--- src/rtl/uart_rx.sv ---
// 8N1 serial receiver, LSB first. A bit-period counter finds the centre of each
// bit and a five-state FSM checks the framing and emits one-cycle pulses.
module uart_rx #(
  parameter int unsigned CLKS_PER_BIT = 868
) (
  input  logic       clk,
  input  logic       rst,
  input  logic       rx,
  output logic [7:0] data,
  output logic       valid,
  output logic       frame_err,
  output logic       busy
);

  localparam logic [15:0] C_FULL_M1 = 16'(CLKS_PER_BIT - 1);
  localparam logic [15:0] C_HALF_M1 = 16'(CLKS_PER_BIT / 2 - 1);

  typedef enum logic [2:0] {
    S_IDLE,
    S_START,
    S_DATA,
    S_STOP,
    S_WAIT_HIGH
  } state_t;

  logic [1:0]  r_sync;
  logic [1:0]  r_live;
  logic        r_armed;
  state_t      r_state;
  logic [15:0] r_cnt;
  logic [2:0]  r_idx;
  logic [7:0]  r_shift;
  logic [7:0]  r_data;
  logic        r_valid;
  logic        r_ferr;

  logic        w_rxs;
  state_t      w_state_next;
  logic [15:0] w_cnt_next;
  logic [2:0]  w_idx_next;
  logic [7:0]  w_shift_next;
  logic [7:0]  w_data_next;
  logic        w_valid_next;
  logic        w_ferr_next;

  assign w_rxs = r_sync[1];

  // r_live marks when rxs carries a real line sample rather than the reset
  // value; a start is only accepted once the line has been seen high after that.
  always_ff @(posedge clk or posedge rst) begin
    if (rst) begin
      r_sync  <= 2'b11;
      r_live  <= 2'b00;
      r_armed <= 1'b0;
      r_state <= S_IDLE;
      r_cnt   <= 16'd0;
      r_idx   <= 3'd0;
      r_shift <= 8'h00;
      r_data  <= 8'h00;
      r_valid <= 1'b0;
      r_ferr  <= 1'b0;
    end else begin
      r_sync  <= {r_sync[0], rx};
      r_live  <= {r_live[0], 1'b1};
      r_armed <= r_armed | (r_live[1] & w_rxs);
      r_state <= w_state_next;
      r_cnt   <= w_cnt_next;
      r_idx   <= w_idx_next;
      r_shift <= w_shift_next;
      r_data  <= w_data_next;
      r_valid <= w_valid_next;
      r_ferr  <= w_ferr_next;
    end
  end

  always_comb begin
    w_state_next = r_state;
    w_cnt_next   = r_cnt + 16'd1;
    w_idx_next   = r_idx;
    w_shift_next = r_shift;
    w_data_next  = r_data;
    w_valid_next = 1'b0;
    w_ferr_next  = 1'b0;

    case (r_state)
      S_IDLE: begin
        w_cnt_next = 16'd0;
        if (!w_rxs && r_armed) begin
          w_state_next = S_START;
        end
      end

      S_START: begin
        if (r_cnt == C_HALF_M1) begin
          w_cnt_next = 16'd0;
          if (!w_rxs) begin
            w_state_next = S_DATA;
            w_idx_next   = 3'd0;
          end else begin
            w_state_next = S_IDLE;
          end
        end
      end

      S_DATA: begin
        if (r_cnt == C_FULL_M1) begin
          w_cnt_next          = 16'd0;
          w_shift_next[r_idx] = w_rxs;
          if (r_idx == 3'd7) begin
            w_state_next = S_STOP;
          end else begin
            w_idx_next = r_idx + 3'd1;
          end
        end
      end

      S_STOP: begin
        if (r_cnt == C_FULL_M1) begin
          w_cnt_next = 16'd0;
          if (w_rxs) begin
            w_data_next  = r_shift;
            w_valid_next = 1'b1;
            w_state_next = S_IDLE;
          end else begin
            w_ferr_next  = 1'b1;
            w_state_next = S_WAIT_HIGH;
          end
        end
      end

      // A held-low line (break) is swallowed here instead of yielding 0x00 frames.
      S_WAIT_HIGH: begin
        w_cnt_next = 16'd0;
        if (w_rxs) begin
          w_state_next = S_IDLE;
        end
      end

      default: begin
        w_cnt_next   = 16'd0;
        w_state_next = S_IDLE;
      end
    endcase
  end

  assign data      = r_data;
  assign valid     = r_valid;
  assign frame_err = r_ferr;
  assign busy      = (r_state != S_IDLE);

endmodule

--- config.mk ---
export PLATFORM = sky130hd
export DESIGN_NAME = uart_rx
export DESIGN_NICKNAME = d
export VERILOG_FILES = /design/src/rtl/uart_rx.sv
export SDC_FILE = /design/constraint.sdc
export NUM_CORES = 1
export LEC_CHECK = 0
export CORE_MARGIN = 2
export CORE_UTILIZATION = 35
export CTS_BUF_LIST = sky130_fd_sc_hd__clkbuf_8 sky130_fd_sc_hd__clkbuf_16
export CTS_CLUSTER_SIZE = 8
export DETAILED_ROUTE_END_ITERATION = 8
export SLEW_MARGIN = 0
export SYNTH_ARGS = -nofsm -noshare
export SYNTH_HDL_FRONTEND = slang
export SYNTH_SLANG_ARGS = --single-unit
export TNS_END_PERCENT = 5
--- constraint.sdc ---
create_clock -name clk -period 3.69 [get_ports clk]
set_input_delay 0.369 -clock clk [delete_from_list [all_inputs] [get_ports clk]]
set_output_delay 0.369 -clock clk [all_outputs]
set_load 0.05 [all_outputs]
==> results of run 1 <==
Yosys cell counts (3+ instances only):
cell type | instances | area share [%]
nand3_1 | 13 | 3.0
nand4_1 | 5 | 1.4
mux2_2 | 16 | 8.2
nor2_1 | 20 | 3.4
nor3b_1 | 3 | 1.0
xor2_1 | 6 | 2.4
dfrtp_1 | 43 | 49
o21ai_0 | 3 | 0.68
a21oi_1 | 3 | 0.68
ha_1 | 4 | 2.3
clkbuf_1 | 6 | 1.0
inv_1 | 6 | 1.0
nand2_1 | 9 | 1.5
nor4_1 | 10 | 2.8
xnor2_1 | 6 | 2.4
logic make-up (layout without fill, tap and decap cells):
group	Yosys count	in the layout
other cells	1	1
simple gates	84	84
fa+ha+maj	4	4
flops	45	45
buf+inv	14	27
compound gates	22	22
xor+xnor	12	12
mux	16	16
cell usage in the layout, fill, tap and decap left out, types with 2 or more instances in the layout:
cell type / Yosys / routed
a21oi_1: 3 / 3
o21ai_0: 3 / 3
o221ai_1: 2 / 2
nand4_1: 5 / 5
dfstp_2: 2 / 2
nand3_1: 13 / 13
xor2_1: 6 / 6
or3_1: 2 / 2
nor3b_1: 3 / 3
clkinvlp_4: 0 / 2
nor2_1: 20 / 20
a21o_1: 2 / 2
clkdlybuf4s50_1: 0 / 13
inv_1: 6 / 6
mux2_2: 16 / 16
dfrtp_1: 43 / 43
o22ai_1: 2 / 2
clkbuf_8: 0 / 5
nand2_1: 9 / 9
or4_1: 2 / 2
and4_1: 2 / 2
xnor2_1: 6 / 6
nor4b_1: 2 / 2
nor4_1: 10 / 10
ha_1: 4 / 4
flip-flops by register name, indices dropped and copies added, names as in the netlist:
| name | flops |
|---|---|
| data | 8 |
| frame_err | 1 |
| r_armed | 1 |
| r_cnt | 16 |
| r_idx | 3 |
| r_live | 2 |
| r_shift | 8 |
| r_state | 3 |
| r_sync | 2 |
| valid | 1 |
worst register-to-register path, stage by stage (launching register included):
cell and delay, ps:
dfrtp_1 410, ha_1 260, and3_1 270, nand4_2 430
a22oi_2 830, nor2_1 120
report_power, final:
group / total (mW) / internal, mW / switching, mW
clock: 0.305 / 0.131 / 0.174
sequential: 0.576 / 0.522 / 0.0540
combinational: 0.231 / 0.0880 / 0.143
total: 1.11 / 0.741 / 0.371
worst paths after layout:
kind,slack (ps),cells past startpoint,to
worst max-delay path,1230,5,r_cnt[2]$_DFF_PP0_
worst min-delay path,360,0,r_sync[1]$_DFF_PP1_
worst max register to register,1230,5,r_cnt[2]$_DFF_PP0_
worst min register to register,360,0,r_sync[1]$_DFF_PP1_
max in group asynchronous,2540,2,r_cnt[9]$_DFF_PP0_
min in group asynchronous,580,2,r_shift[5]$_DFFE_PP0P_
layout make-up:
cell class	instances	share of cell area [%]
clock buffers	5	2.78
flip-flops and latches	45	45.6
repair buffers	13	5.26
well taps	75	3.79
inverters	6	0.910
multi-input cells	139	40.9
clock inverters	3	0.759
layer usage:
| metal | track usage [%] | vias up |
|---|---|---|
| met5 | 0 | - |
| met4 | 6.71 | 0 |
| met3 | 1.79 | 7 |
| met2 | 18.1 | 22 |
| met1 | 18.6 | 726 |
| li1 | - | 748 |
through the flow:
| step | setup slack [ps] | cells | total power [mW] | instance area (um2) |
|---|---|---|---|---|
| after floorplan | 1820 | 198 | 0.769 | 2200 |
| after global placement | 1280 | 278 | 0.817 | 2390 |
| after detailed placement | 1250 | 278 | 0.818 | 2390 |
| after CTS | 1240 | 286 | 1.13 | 2470 |
| after global routing | 952 | 286 | 1.18 | 2470 |
| final | 1230 | 286 | 1.11 | 2470 |
==> results.json, run 1 <==
{
  "fin_util_pct": 41.3,
  "cts-root-to-sink-buffers": 2,
  "synth.cell_area_mm2": 0.00220,
  "floorplan.die_area_mm2": 0.00695,
  "synth-edff-count": 0,
  "timing.fmax_mhz": 406,
  "fp.dieH_um": 83.3,
  "worstHoldPathType": "flop to flop",
  "hold_path_start": "r_sync[0]$_DFF_PP1_",
  "post_cts.repair.setup_buffers": 0,
  "synth-main-ff-cell": "dfrtp_1",
  "worst_hold_slack_across_all_endpoints_ps": 359,
  "cts-resized-gates": 0,
  "tritoncts.num_buffers": 5,
  "design.core.area_mm2": 0.00599,
  "clk_pin_slew_ps": 90,
  "max_cap_violations": 0,
  "total_of_warnings_raised_by_yosys": 0,
  "worstPathCellList": "ha_1 -> and3_1 -> nand4_2 -> a22oi_2 -> nor2_1",
  "cts_max_level": 2,
  "synth.yosys.seq_area_share_pct": 51.2,
  "yosys.area_share.xor_xnor_pct": 4.77,
  "topRoutingLayerUsed": "met4",
  "cp.required_ps": 3840,
  "crit_path_max_fanout": 18,
  "max_slew_margin_pct": 38.9,
  "clock_tree_from_tritoncts": "done",
  "power_per_cell_area_mw_per_mm2": 449,
  "root_buffer": "clkbuf_8",
  "drive_above_1_share_pct": 18.5,
  "cp-start-kind": "flop",
  "area_taken_by_multi_input_logic_gates_mm2": 0.00101,
  "remaining_drc_errors": 0,
  "timing_worst_slew_pin_value_ps": 915,
  "filler_cell_count": 557,
  "antenna_found_initial": 0,
  "fin_nets": 217,
  "start_util_pct": 36.8,
  "cp_slowest_cell": "a22oi_2",
  "postSynthRegisterBits": 45,
  "met2WireLength_mm": 1.74,
  "detailedPlacementHpwl_mm": 2.66,
  "m1WireLength_mm": 2.10,
  "cts_hold_buffers": 0,
  "critical_path_class": "flop to flop",
  "syn-mean-instance-area_um2": 11.1,
  "wl_met3_um": 95,
  "post-route-period-util_pct": 66.7,
  "global_route_wire_length_before_repair_mm": 7.25,
  "worst_setup_path_startpoint": "r_cnt[0]$_DFF_PP0_",
  "fin_worst_skew_ps": 14.6,
  "areaGrowthSynthToFinish_pct": 12.3,
  "dr_total_vias": 1503,
  "setup_repair_after_global_routing_missed_its_margin": "no",
  "tritoncts_num_sinks": 45,
  "routed_wirelength_mm": 4.03,
  "chipWidth_um": 83.3,
  "vdd_drop_max_v": 0.000217,
  "synth.mux.area_fraction_pct": 8.18,
  "grt.total_usage_pct": 12.7,
  "synthSimpleGateAreaFrac_pct": 23.1,
  "io_pins": 14,
  "finalSetupViolCount": 0,
  "synth.distinct_cells": 52,
  "grt_start_max_net_pins": 46,
  "timing_hold_violations_final": 0,
  "path_buf_inv": 0,
  "std_cell_rows": 28,
  "highest_cell_delay_on_the_worst_timing_path_ps": 830,
  "routed_length_per_placed_instance_um": 14.1,
  "tns_ps": 0,
  "syn-num-nets": 205,
  "timing.critical_path.max_delay_family": "compound AO/OA/AOI/OAI gates",
  "outcome": "finished clean",
  "clkLatencyLatePin_ps": 310,
  "final_gp_congestion": 0.780,
  "synth_cells": 198,
  "grt_pass1_vias": 1503,
  "drt-pass1-iter-count": 4,
  "worst_ep_arrival_time_ps": 2610,
  "finalCriticalPeriod_ps": 2460,
  "global_route.overflow_total": 0,
  "yosys.area_share.adder_pct": 2.27,
  "async_reset_ff_share_pct": 100,
  "crit_path_end_kind": "flop",
  "r2r_start": "r_cnt[0]$_DFF_PP0_",
  "antenna-diode-count": 0,
  "drv_slew": 0,
  "placement.io_buffers": 13,
  "postRouteAntennaNets": 0,
  "main_combinational_cell_family_by_area_after_synthesis": "simple AND/OR/NAND/NOR gates",
  "static_leakage_power_nw": 1.01,
  "synth-compound-area-share_pct": 7.44,
  "register_area_mm2": 0.00113,
  "dr.first_iter.drc_count": 76,
  "avgViaCountPerCell": 5.26
}
No activity file was read; power rests on OpenSTA's default activity.
==> inputs of run 2 (changes only) <==
Clock period 3.69 ns to 2.4 ns, I/O delays scaled along.
==> results.json, run 2 (synthesized netlist as in run 1, its figures left out) <==
{
  "design.core.area_mm2": 0.00599,
  "dpl_cell_area_mm2": 0.00248,
  "fin_util_pct": 42.9,
  "timing_worst_slew_pin_value_ps": 676,
  "drive_above_1_share_pct": 22.3,
  "cts_hold_buffers": 0,
  "tritoncts.num_buffers": 5,
  "routed_length_per_placed_instance_um": 14.0,
  "areaGrowthSynthToFinish_pct": 16.6,
  "cts-resized-gates": 0,
  "fin_nets": 226,
  "post-route-period-util_pct": 90.1,
  "dr.first_iter.drc_count": 140,
  "final_cells": 295,
  "crit_path_max_fanout": 12,
  "remaining_drc_errors": 0,
  "global_route_wire_length_before_repair_mm": 7.46,
  "clock_tree_from_tritoncts": "done",
  "outcome": "finished clean",
  "grt_pass1_vias": 1544,
  "postRouteAntennaNets": 0,
  "detailedPlacementHpwl_mm": 2.87,
  "finalSetupViolCount": 0,
  "start_util_pct": 36.8,
  "finalCriticalPeriod_ps": 2160,
  "chipWidth_um": 83.3,
  "routed_wirelength_mm": 4.14,
  "finalWorstSetupSlack_ps": 238,
  "design_power_total_mw": 1.80,
  "setup_repair_after_global_routing_missed_its_margin": "no",
  "cts-root-to-sink-buffers": 2,
  "largest_register": "r_cnt",
  "post-place-ws_ps": 271,
  "clk_pin_slew_ps": 90,
  "antenna-diode-count": 0,
  "timing.fmax_mhz": 463,
  "root_buffer": "clkbuf_8",
  "floorplan.die_area_mm2": 0.00695,
  "timing_hold_violations_final": 0,
  "clkLatencyLatePin_ps": 300,
  "worst_hold_slack_across_all_endpoints_ps": 251,
  "placement.io_buffers": 13,
  "largest_register_ffs": 16,
  "fp.dieH_um": 83.3,
  "io_pins": 14,
  "fin_worst_skew_ps": 6.46,
  "avgViaCountPerCell": 5.32,
  "drv_slew": 0,
  "crit_path_end_kind": "output pin",
  "layout_common_cells": "dfrtp_1, nor2_1, mux2_2",
  "final_gp_congestion": 0.814,
  "max_cap_violations": 0,
  "cts_max_level": 2,
  "antenna_found_initial": 0,
  "std_cell_rows": 28,
  "stdcell_area_mm2": 0.00257,
  "global_route.overflow_total": 0,
  "register_area_mm2": 0.00113,
  "filler_cell_count": 560,
  "vdd_drop_max_v": 0.000437,
  "tritoncts_num_sinks": 45,
  "worstHoldPathType": "input pin to async pin",
  "cp-start-kind": "flop",
  "grt.total_usage_pct": 13.0,
  "dp_cells": 287,
  "static_leakage_power_nw": 1.07,
  "area_taken_by_multi_input_logic_gates_mm2": 0.00101,
  "layout.cells.most_common": "dfrtp_1",
  "post_cts.repair.setup_buffers": 0,
  "critical_path_class": "flop to output pin",
  "grt_start_max_net_pins": 27,
  "drt-pass1-iter-count": 4,
  "dr_total_vias": 1570,
  "tns_ps": 0,
  "cp.required_ps": 2160,
  "worst_ep_arrival_time_ps": 1920,
  "max_slew_margin_pct": 53.8,
  "power_per_cell_area_mw_per_mm2": 701
}
[run 2: area by class of cell]
class                   instances  area share, %
clock buffers                   5           2.68
clock inverters                 3          0.828
inverters                       6          0.877
multi-input cells             139           39.4
flip-flops and latches         45           43.9
well taps                      75           3.65
repair buffers                 22           8.67
[run 2: critical path, cell delays in order (launching register included)]
cell and delay (ps):
dfrtp_1 380, buf_4 170, or3_1 360, clkdlybuf4s50_1 710
[run 2: final timing paths]
path | startpoint | endpoint | slack (ps) | depth (start not counted)
setup / recovery | r_state[2]$_DFFE_PP0P_ | busy | 240 | 3
hold / removal | rst | r_state[0]$_DFFE_PP0P_ | 250 | 2
setup reg to reg | r_state[1]$_DFFE_PP0P_ | r_shift[4]$_DFFE_PP0P_ | 260 | 4
hold reg to reg | r_live[0]$_DFF_PP0_ | r_live[1]$_DFF_PP0_ | 360 | 0
max in group asynchronous | rst | r_sync[1]$_DFF_PP1_ | 1590 | 3
min in group clk | rx | r_sync[0]$_DFF_PP1_ | 350 | 1
[run 2: layer usage]
metal	global-route usage, %	wire length [um]	vias to the layer above	share of wire, %
li1	-	-	771	-
met1	19.1	2110	760	51
met2	18.5	1780	33	43
met3	2.98	159	6	3.8
met4	4.92	80	0	1.9
met5	0	0	-	0
[run 2: where the power goes]
group          switching [mW]  internal (mW)
sequential             0.0639          0.803
combinational           0.256          0.200
clock                   0.272          0.207
total                   0.592           1.21
==> inputs of run 3 (changes only) <==
Settings changed: CTS_CLUSTER_SIZE 8 to 25.
==> results of run 3 <==
Final layout, timing and power as in run 2 (identical DEF).
